<file path="config.mk">
export PLATFORM = sky130hd
export DESIGN_NAME = bfu_pipe
export DESIGN_NICKNAME = d
export VERILOG_FILES = /design/src/rtl/bfu_pipe.sv
export SDC_FILE = /design/constraint.sdc
export NUM_CORES = 2
export LEC_CHECK = 0
export BUFFER_PORTS_ARGS = -buffer_cell sky130_fd_sc_hd__buf_2
export CAP_MARGIN = 20
export CORE_MARGIN = 2
export CORE_UTILIZATION = 40
export CTS_CLUSTER_DIAMETER = 120
export DETAILED_ROUTE_END_ITERATION = 8
export PLACE_DENSITY = 0.64
export SYNTH_ARGS = -nofsm -noshare
export SYNTH_HDL_FRONTEND = slang
export SYNTH_SLANG_ARGS = --single-unit
</file>
<file path="constraint.sdc">
create_clock -name clk -period 9.3 [get_ports clk]
set_clock_uncertainty 0.05 [all_clocks]
set_input_delay 0.465 -clock clk [delete_from_list [all_inputs] [get_ports clk]]
set_output_delay 0.465 -clock clk [all_outputs]
set_load 0.02 [all_outputs]
</file>
<file path="src/rtl/bfu_pipe.sv">
`default_nettype none
// ============================================================================
// Module   : bfu_pipe
// Purpose  : Pipelined radix-2 complex butterfly.
//            DIT : t = h*Tw; x = g + t; y = g - t
//            DIF : x = g + h; y = (g - h)*Tw
//            The twiddle product is rounded once (round-half-up). Optional /2
//            scaling is applied per sample, then each result saturates to W
//            bits. A valid/ready handshake stalls the whole pipeline.
// Ports    : clk, reset (async, active-low)
//            in_valid/in_ready   - input handshake
//            g_*, h_*            - W-bit signed operands
//            Tw_*                - TW_W-bit signed Q1.(TW_W-1) twiddle
//            mode_dif, scale     - per-sample mode, sampled with the data
//            out_valid/out_ready - output handshake
//            x_*, y_*            - W-bit saturated results
//            ovf                 - this result clamped (qualified by out_valid)
//            ovf_sticky, ovf_clr - accumulated overflow flag and its clear
// Revision : 1.0 - initial release
// ============================================================================
module bfu_pipe #(
    parameter int W    = 16,
    parameter int TW_W = 16
) (
    input  logic            clk,
    input  logic            reset,
    input  logic            in_valid,
    output logic            in_ready,
    input  logic [W-1:0]    g_real,
    input  logic [W-1:0]    g_imag,
    input  logic [W-1:0]    h_real,
    input  logic [W-1:0]    h_imag,
    input  logic [TW_W-1:0] Tw_real,
    input  logic [TW_W-1:0] Tw_imag,
    input  logic            mode_dif,
    input  logic            scale,
    output logic            out_valid,
    input  logic            out_ready,
    output logic [W-1:0]    x_real,
    output logic [W-1:0]    x_imag,
    output logic [W-1:0]    y_real,
    output logic [W-1:0]    y_imag,
    output logic            ovf,
    output logic            ovf_sticky,
    input  logic            ovf_clr
);
    // Multiplicand is W+1 bits because DIF multiplies (g - h).
    localparam int c_AW = W + 1;
    localparam int c_MW = c_AW + TW_W;
    localparam int c_PW = c_MW + 1;
    localparam int c_SW = W + 2;

    localparam logic signed [c_PW-1:0] c_RND     = {{(c_PW-TW_W+1){1'b0}}, 1'b1, {(TW_W-2){1'b0}}};
    localparam logic signed [c_SW:0]   c_ONE     = {{c_SW{1'b0}}, 1'b1};
    localparam logic signed [c_SW:0]   c_SAT_MAX = {{(c_SW+2-W){1'b0}}, {(W-1){1'b1}}};
    localparam logic signed [c_SW:0]   c_SAT_MIN = {{(c_SW+2-W){1'b1}}, {(W-1){1'b0}}};

    logic out_vld_q;
    logic en;

    // A result waiting at the output freezes every stage.
    assign en       = !(out_vld_q && !out_ready);
    assign in_ready = en;

    // ---------------- S1: operand select and four partial products ----------
    logic signed [c_AW-1:0] a_re, a_im, sum_re_d, sum_im_d;
    logic signed [c_MW-1:0] a_re_x, a_im_x, tw_re_x, tw_im_x;

    always_comb begin
        sum_re_d = $signed({g_real[W-1], g_real}) + $signed({h_real[W-1], h_real});
        sum_im_d = $signed({g_imag[W-1], g_imag}) + $signed({h_imag[W-1], h_imag});
        a_re     = $signed({h_real[W-1], h_real});
        a_im     = $signed({h_imag[W-1], h_imag});
        if (mode_dif) begin
            a_re = $signed({g_real[W-1], g_real}) - $signed({h_real[W-1], h_real});
            a_im = $signed({g_imag[W-1], g_imag}) - $signed({h_imag[W-1], h_imag});
        end
        a_re_x  = {{TW_W{a_re[c_AW-1]}}, a_re};
        a_im_x  = {{TW_W{a_im[c_AW-1]}}, a_im};
        tw_re_x = {{c_AW{Tw_real[TW_W-1]}}, Tw_real};
        tw_im_x = {{c_AW{Tw_imag[TW_W-1]}}, Tw_imag};
    end

    logic                   s1_vld_q, s1_dif_q, s1_scl_q;
    logic [W-1:0]           s1_g_re_q, s1_g_im_q;
    logic signed [c_AW-1:0] s1_sum_re_q, s1_sum_im_q;
    logic signed [c_MW-1:0] s1_rr_q, s1_ii_q, s1_ri_q, s1_ir_q;

    always_ff @(posedge clk or negedge reset) begin
        if (!reset) begin
            s1_vld_q    <= 1'b0;
            s1_dif_q    <= 1'b0;
            s1_scl_q    <= 1'b0;
            s1_g_re_q   <= '0;
            s1_g_im_q   <= '0;
            s1_sum_re_q <= '0;
            s1_sum_im_q <= '0;
            s1_rr_q     <= '0;
            s1_ii_q     <= '0;
            s1_ri_q     <= '0;
            s1_ir_q     <= '0;
        end else if (en) begin
            s1_vld_q    <= in_valid;
            s1_dif_q    <= mode_dif;
            s1_scl_q    <= scale;
            s1_g_re_q   <= g_real;
            s1_g_im_q   <= g_imag;
            s1_sum_re_q <= sum_re_d;
            s1_sum_im_q <= sum_im_d;
            s1_rr_q     <= a_re_x * tw_re_x;
            s1_ii_q     <= a_im_x * tw_im_x;
            s1_ri_q     <= a_re_x * tw_im_x;
            s1_ir_q     <= a_im_x * tw_re_x;
        end
    end

    // ---------------- S2: combine products, single round-half-up -----------
    logic signed [c_PW-1:0] p_re, p_im, p_re_sh, p_im_sh;
    logic signed [c_SW-1:0] t_re_d, t_im_d;
    logic                   unused_p_hi;

    always_comb begin
        p_re    = {s1_rr_q[c_MW-1], s1_rr_q} - {s1_ii_q[c_MW-1], s1_ii_q} + c_RND;
        p_im    = {s1_ri_q[c_MW-1], s1_ri_q} + {s1_ir_q[c_MW-1], s1_ir_q} + c_RND;
        p_re_sh = p_re >>> (TW_W-1);
        p_im_sh = p_im >>> (TW_W-1);
        // A rounded product of a W+1-bit operand and a unit-bounded twiddle
        // always fits in W+2 bits, so the upper bits are pure sign copies.
        t_re_d  = p_re_sh[c_SW-1:0];
        t_im_d  = p_im_sh[c_SW-1:0];
    end

    assign unused_p_hi = ^{p_re_sh[c_PW-1:c_SW], p_im_sh[c_PW-1:c_SW]};

    logic                   s2_vld_q, s2_dif_q, s2_scl_q;
    logic [W-1:0]           s2_g_re_q, s2_g_im_q;
    logic signed [c_AW-1:0] s2_sum_re_q, s2_sum_im_q;
    logic signed [c_SW-1:0] s2_t_re_q, s2_t_im_q;

    always_ff @(posedge clk or negedge reset) begin
        if (!reset) begin
            s2_vld_q    <= 1'b0;
            s2_dif_q    <= 1'b0;
            s2_scl_q    <= 1'b0;
            s2_g_re_q   <= '0;
            s2_g_im_q   <= '0;
            s2_sum_re_q <= '0;
            s2_sum_im_q <= '0;
            s2_t_re_q   <= '0;
            s2_t_im_q   <= '0;
        end else if (en) begin
            s2_vld_q    <= s1_vld_q;
            s2_dif_q    <= s1_dif_q;
            s2_scl_q    <= s1_scl_q;
            s2_g_re_q   <= s1_g_re_q;
            s2_g_im_q   <= s1_g_im_q;
            s2_sum_re_q <= s1_sum_re_q;
            s2_sum_im_q <= s1_sum_im_q;
            s2_t_re_q   <= t_re_d;
            s2_t_im_q   <= t_im_d;
        end
    end

    // ---------------- S3: add/sub, optional /2, saturate -------------------
    // Returns {clamped, value}. Scaling happens before the clamp so that a
    // sum which only overflows by one bit is still representable.
    function automatic logic [W:0] scale_sat(input logic signed [c_SW-1:0] r,
                                             input logic                   sc);
        logic signed [c_SW:0] v;
        v = {r[c_SW-1], r};
        if (sc) begin
            v = (v + c_ONE) >>> 1;
        end
        if (v > c_SAT_MAX) begin
            scale_sat = {1'b1, c_SAT_MAX[W-1:0]};
        end else if (v < c_SAT_MIN) begin
            scale_sat = {1'b1, c_SAT_MIN[W-1:0]};
        end else begin
            scale_sat = {1'b0, v[W-1:0]};
        end
    endfunction

    logic signed [c_SW-1:0] g_re_x, g_im_x, res_xre, res_xim, res_yre, res_yim;
    logic [W:0]             sat_xre, sat_xim, sat_yre, sat_yim;
    logic                   ovf_d;

    always_comb begin
        g_re_x  = {{2{s2_g_re_q[W-1]}}, s2_g_re_q};
        g_im_x  = {{2{s2_g_im_q[W-1]}}, s2_g_im_q};
        res_xre = g_re_x + s2_t_re_q;
        res_xim = g_im_x + s2_t_im_q;
        res_yre = g_re_x - s2_t_re_q;
        res_yim = g_im_x - s2_t_im_q;
        if (s2_dif_q) begin
            res_xre = {s2_sum_re_q[c_AW-1], s2_sum_re_q};
            res_xim = {s2_sum_im_q[c_AW-1], s2_sum_im_q};
            res_yre = s2_t_re_q;
            res_yim = s2_t_im_q;
        end
        sat_xre = scale_sat(res_xre, s2_scl_q);
        sat_xim = scale_sat(res_xim, s2_scl_q);
        sat_yre = scale_sat(res_yre, s2_scl_q);
        sat_yim = scale_sat(res_yim, s2_scl_q);
        ovf_d   = s2_vld_q & (sat_xre[W] | sat_xim[W] | sat_yre[W] | sat_yim[W]);
    end

    logic [W-1:0] x_re_q, x_im_q, y_re_q, y_im_q;
    logic         ovf_q, sticky_q, sticky_d;

    // Set wins over a same-cycle clear.
    assign sticky_d = (out_vld_q & out_ready & ovf_q) | (sticky_q & ~ovf_clr);

    always_ff @(posedge clk or negedge reset) begin
        if (!reset) begin
            out_vld_q <= 1'b0;
            x_re_q    <= '0;
            x_im_q    <= '0;
            y_re_q    <= '0;
            y_im_q    <= '0;
            ovf_q     <= 1'b0;
            sticky_q  <= 1'b0;
        end else begin
            sticky_q <= sticky_d;
            if (en) begin
                out_vld_q <= s2_vld_q;
                x_re_q    <= sat_xre[W-1:0];
                x_im_q    <= sat_xim[W-1:0];
                y_re_q    <= sat_yre[W-1:0];
                y_im_q    <= sat_yim[W-1:0];
                ovf_q     <= ovf_d;
            end
        end
    end

    assign out_valid  = out_vld_q;
    assign x_real     = x_re_q;
    assign x_imag     = x_im_q;
    assign y_real     = y_re_q;
    assign y_imag     = y_im_q;
    assign ovf        = ovf_q;
    assign ovf_sticky = sticky_q;

endmodule
`default_nettype wire

</file>
==> out/metrics.cfg <==
[global_routing]
grt_use_met2_pct=38.2
grt_antenna_before_repair=29
globalRoute.totalOverflow=0
grt_pass1_vias=56503
use_met1_pct=30.5
grt_util_all_layers_pct=23.3
grt_max_degree=188
gr-usage-met3_pct=2.69
grt_pass1_wl_um=318000
busiest_layer=met2

[placed_design]
place_hpwl_um=162000
port_buffers=170
gp_congestion=0.952
pre_cts_slack_ns=-0.303

[critical_path]
slowest_stage=fa_1
arrival_ns=9.34
cp-start-kind=input pin
crit_path_end_kind=flip-flop
crit_path_max_fanout=15
crit_required_ns=9.74
cp_slowest_stage_delay_ns=0.57
critPathKind=in -> reg
cpMostUsedCell=fa_1

[sta]
relSlewSlack_pct=14.2
fin_tns_setup_ns=0
tightest_slew_ns=1.28
finalCritPeriodShare_pct=95.7
setup-violations-final=0
fmax_ghz=0.112
period_minus_slack_ns=8.90
layout_setup_ws_ns=0.399
hold_viol_final=0
final_max_slew_viol_count=0

[finish]
nets=9833
area_growth_pct=9.96
drive_gt1_share_pct=8.58

[synth]
yosys.cell_types.count=105
yosys_warnings=0
ys_ff_latch=373
synth_ff_type=dfrtp_1
ys_seq_area_share_pct=13.8
async_flop_share_pct=100
syn_nets=9673
avgSynthCellArea_um2=8.63
synth_top_area_share_pct=32.8
synth_edf_count=0
syn_area_um2=67800
yosysTopAreaCell=fa_1
synth_area_leaders=fa_1 (33%), dfrtp_1 (14%), ha_1 (11%)
synthCells=7864

[floorplanning]
die_x_um=416
rows=151
die_h_um=416
io_pins=171
core_um2=169000
start_util_pct=40.2
dieArea_um2=173000

[cts]
cts-buffers-inserted=47
clk_pin_slew_ns=0.06
ctsRootBufferMaster=clkbuf_16
htree_num_levels=2
clockBufferDepth=3
clock_sinks=373
worstSkewPairLatency_ns=0.66
cts_tree=done

[detailed_routing]
wl_per_cell_um=19.3
vias=54154
first_pass_iters=6
initialDrtViolationCount=3627
viasPerCell=5.26
drtAntennaViolNets=0
routed_wirelength_um=199000
drc_errors=0

[status]
status=finished clean

[min_path]
hold_path.class=in -> reg

[job]
maxCapViolCount=0

## routing by layer
| metal | part of all wire [%] | routed length, µm |
|---|---|---|
| met5 | 0.022 | 43 |
| met4 | 5.7 | 11400 |
| met3 | 5.6 | 11100 |
| met2 | 47 | 92800 |
| met1 | 42 | 83400 |
## worst max-delay path: cells and delay by family
| kind | cells | cell delay, ns |
|---|---|---|
| AO/OA/AOI/OAI | 16 | 3.04 |
| buffers and inverters | 10 | 1.64 |
| adder cells (fa/ha/maj) | 8 | 3.71 |
| AND/OR/NAND/NOR | 2 | 0.20 |
| XOR/XNOR | 1 | 0.21 |
## cells in the final DEF (no fill, tap or decap), types with 14 or more instances in the layout
| cell type | instances |
|---|---|
| nand2b_1 | 52 |
| a21oi_1 | 324 |
| a31oi_1 | 61 |
| inv_1 | 1452 |
| clkbuf_16 | 47 |
| and2_1 | 516 |
| o31ai_1 | 36 |
| nor3_1 | 69 |
| xor2_1 | 69 |
| or3_1 | 34 |
| fa_1 | 1112 |
| mux2i_1 | 18 |
| or2_2 | 15 |
| ha_1 | 594 |
| dfrtp_1 | 371 |
| o21ai_1 | 16 |
| diode_2 | 17 |
| o21ai_0 | 270 |
| a211oi_1 | 20 |
| o211ai_1 | 36 |
| nor2_1 | 388 |
| nor2b_1 | 39 |
| a211o_1 | 21 |
| nand3_1 | 68 |
| and3_1 | 30 |
| o21a_1 | 48 |
| nor3b_1 | 22 |
| o21bai_1 | 45 |
| nand2_1 | 1178 |
| xnor2_1 | 159 |
| nand4_1 | 17 |
| a21boi_0 | 16 |
| buf_2 | 169 |
| or4_1 | 14 |
| buf_4 | 293 |
| o21ai_2 | 16 |
| a21o_1 | 67 |
| mux2_2 | 16 |
## final timing paths
check	start	slack (ns)	end	cells after the start
setup / recovery	g_imag[4]	0.40	s1_ii_q[32]$_DFFE_PN0N_	37
hold / removal	g_imag[5]	0.04	s1_g_im_q[5]$_DFFE_PN0N_	3
setup reg to reg	s1_ri_q[2]$_DFFE_PN0N_	4.25	s2_t_im_q[13]$_DFFE_PN0N_	14
hold reg to reg	s1_sum_re_q[7]$_DFFE_PN0N_	0.38	s2_sum_re_q[7]$_DFFE_PN0N_	2
max in group asynchronous	reset	7.18	s1_ri_q[29]$_DFFE_PN0N_	3
min in group asynchronous	reset	0.36	x_imag[3]$_DFFE_PN0N_	2
## final cells by class
class,instances,area (µm²)
clock inverters,26,397
repair buffers,486,3420
inverters,1456,5470
flip-flops and latches,373,9340
fillers,16675,94300
well taps,2218,2780
clock buffers,60,1320
multi-input cells,5660,51800
diodes,17,42.5
## state kept, by name, indices dropped and copies added (netlist names), 17 cells and up
name / cells
s1_ri_q: 33
s2_sum_im_q: 17
s1_ii_q: 33
s1_sum_im_q: 17
s1_sum_re_q: 17
s1_ir_q: 33
s2_t_re_q: 18
s2_t_im_q: 18
s2_sum_re_q: 17
s1_rr_q: 33
## synthesized netlist by cell type, types with 21 or more instances
master    instances
o21bai_1         45
o31ai_1          42
dfrtp_1         373
o21a_1           48
and3_1           30
ha_1            594
inv_1          1452
and2_1          516
a21o_1           67
clkbuf_1        317
o21ai_0         289
buf_2            27
xor2_1           69
a31oi_1          63
nor2_1          388
xnor2_1         159
nand3_1          68
mux2i_1          25
o211ai_1         36
nor3_1           70
a211o_1          21
a211oi_1         24
nand2b_1         52
or3_1            34
nor3b_1          22
a21oi_1         331
nand2_1        1178
fa_1           1112
nor2b_1          40
## stage by stage
step           utilization, %  hold slack [ns]  cell area [µm²]  std cells
2_1_floorplan               -            0.119            67800       7864
3_3_place_gp             43.0            0.399            72600      10180
3_5_place_dp             43.0            0.399            72600      10180
4_1_cts                  44.0         0.000755            74400      10274
5_1_grt                  44.2           0.0282            74600      10294
6_report                 44.2           0.0436            74600      10296
## what timing repair did
| item | CTS | global route |
|---|---|---|
| hold buffers | 8 | 0 |
| setup endpoints to repair | 0 | 29 |
| setup buffers | 0 | 4 |
| hold endpoints to repair | 104 | 0 |
| resized for setup | 0 | 30 |
## kinds of logic after synthesis
kind of cell | share of synthesized area [%]
adder cells (fa/ha/maj) | 43.8
AO/OA/AOI/OAI | 11.2
XOR/XNOR | 2.94
flip-flops | 13.8
multiplexers | 0.635
AND/OR/NAND/NOR | 17.4
buffers and inverters | 10.3
Power is not shown: default switching activity piles up to over one toggle a cycle in this logic, so the estimate is an artifact.
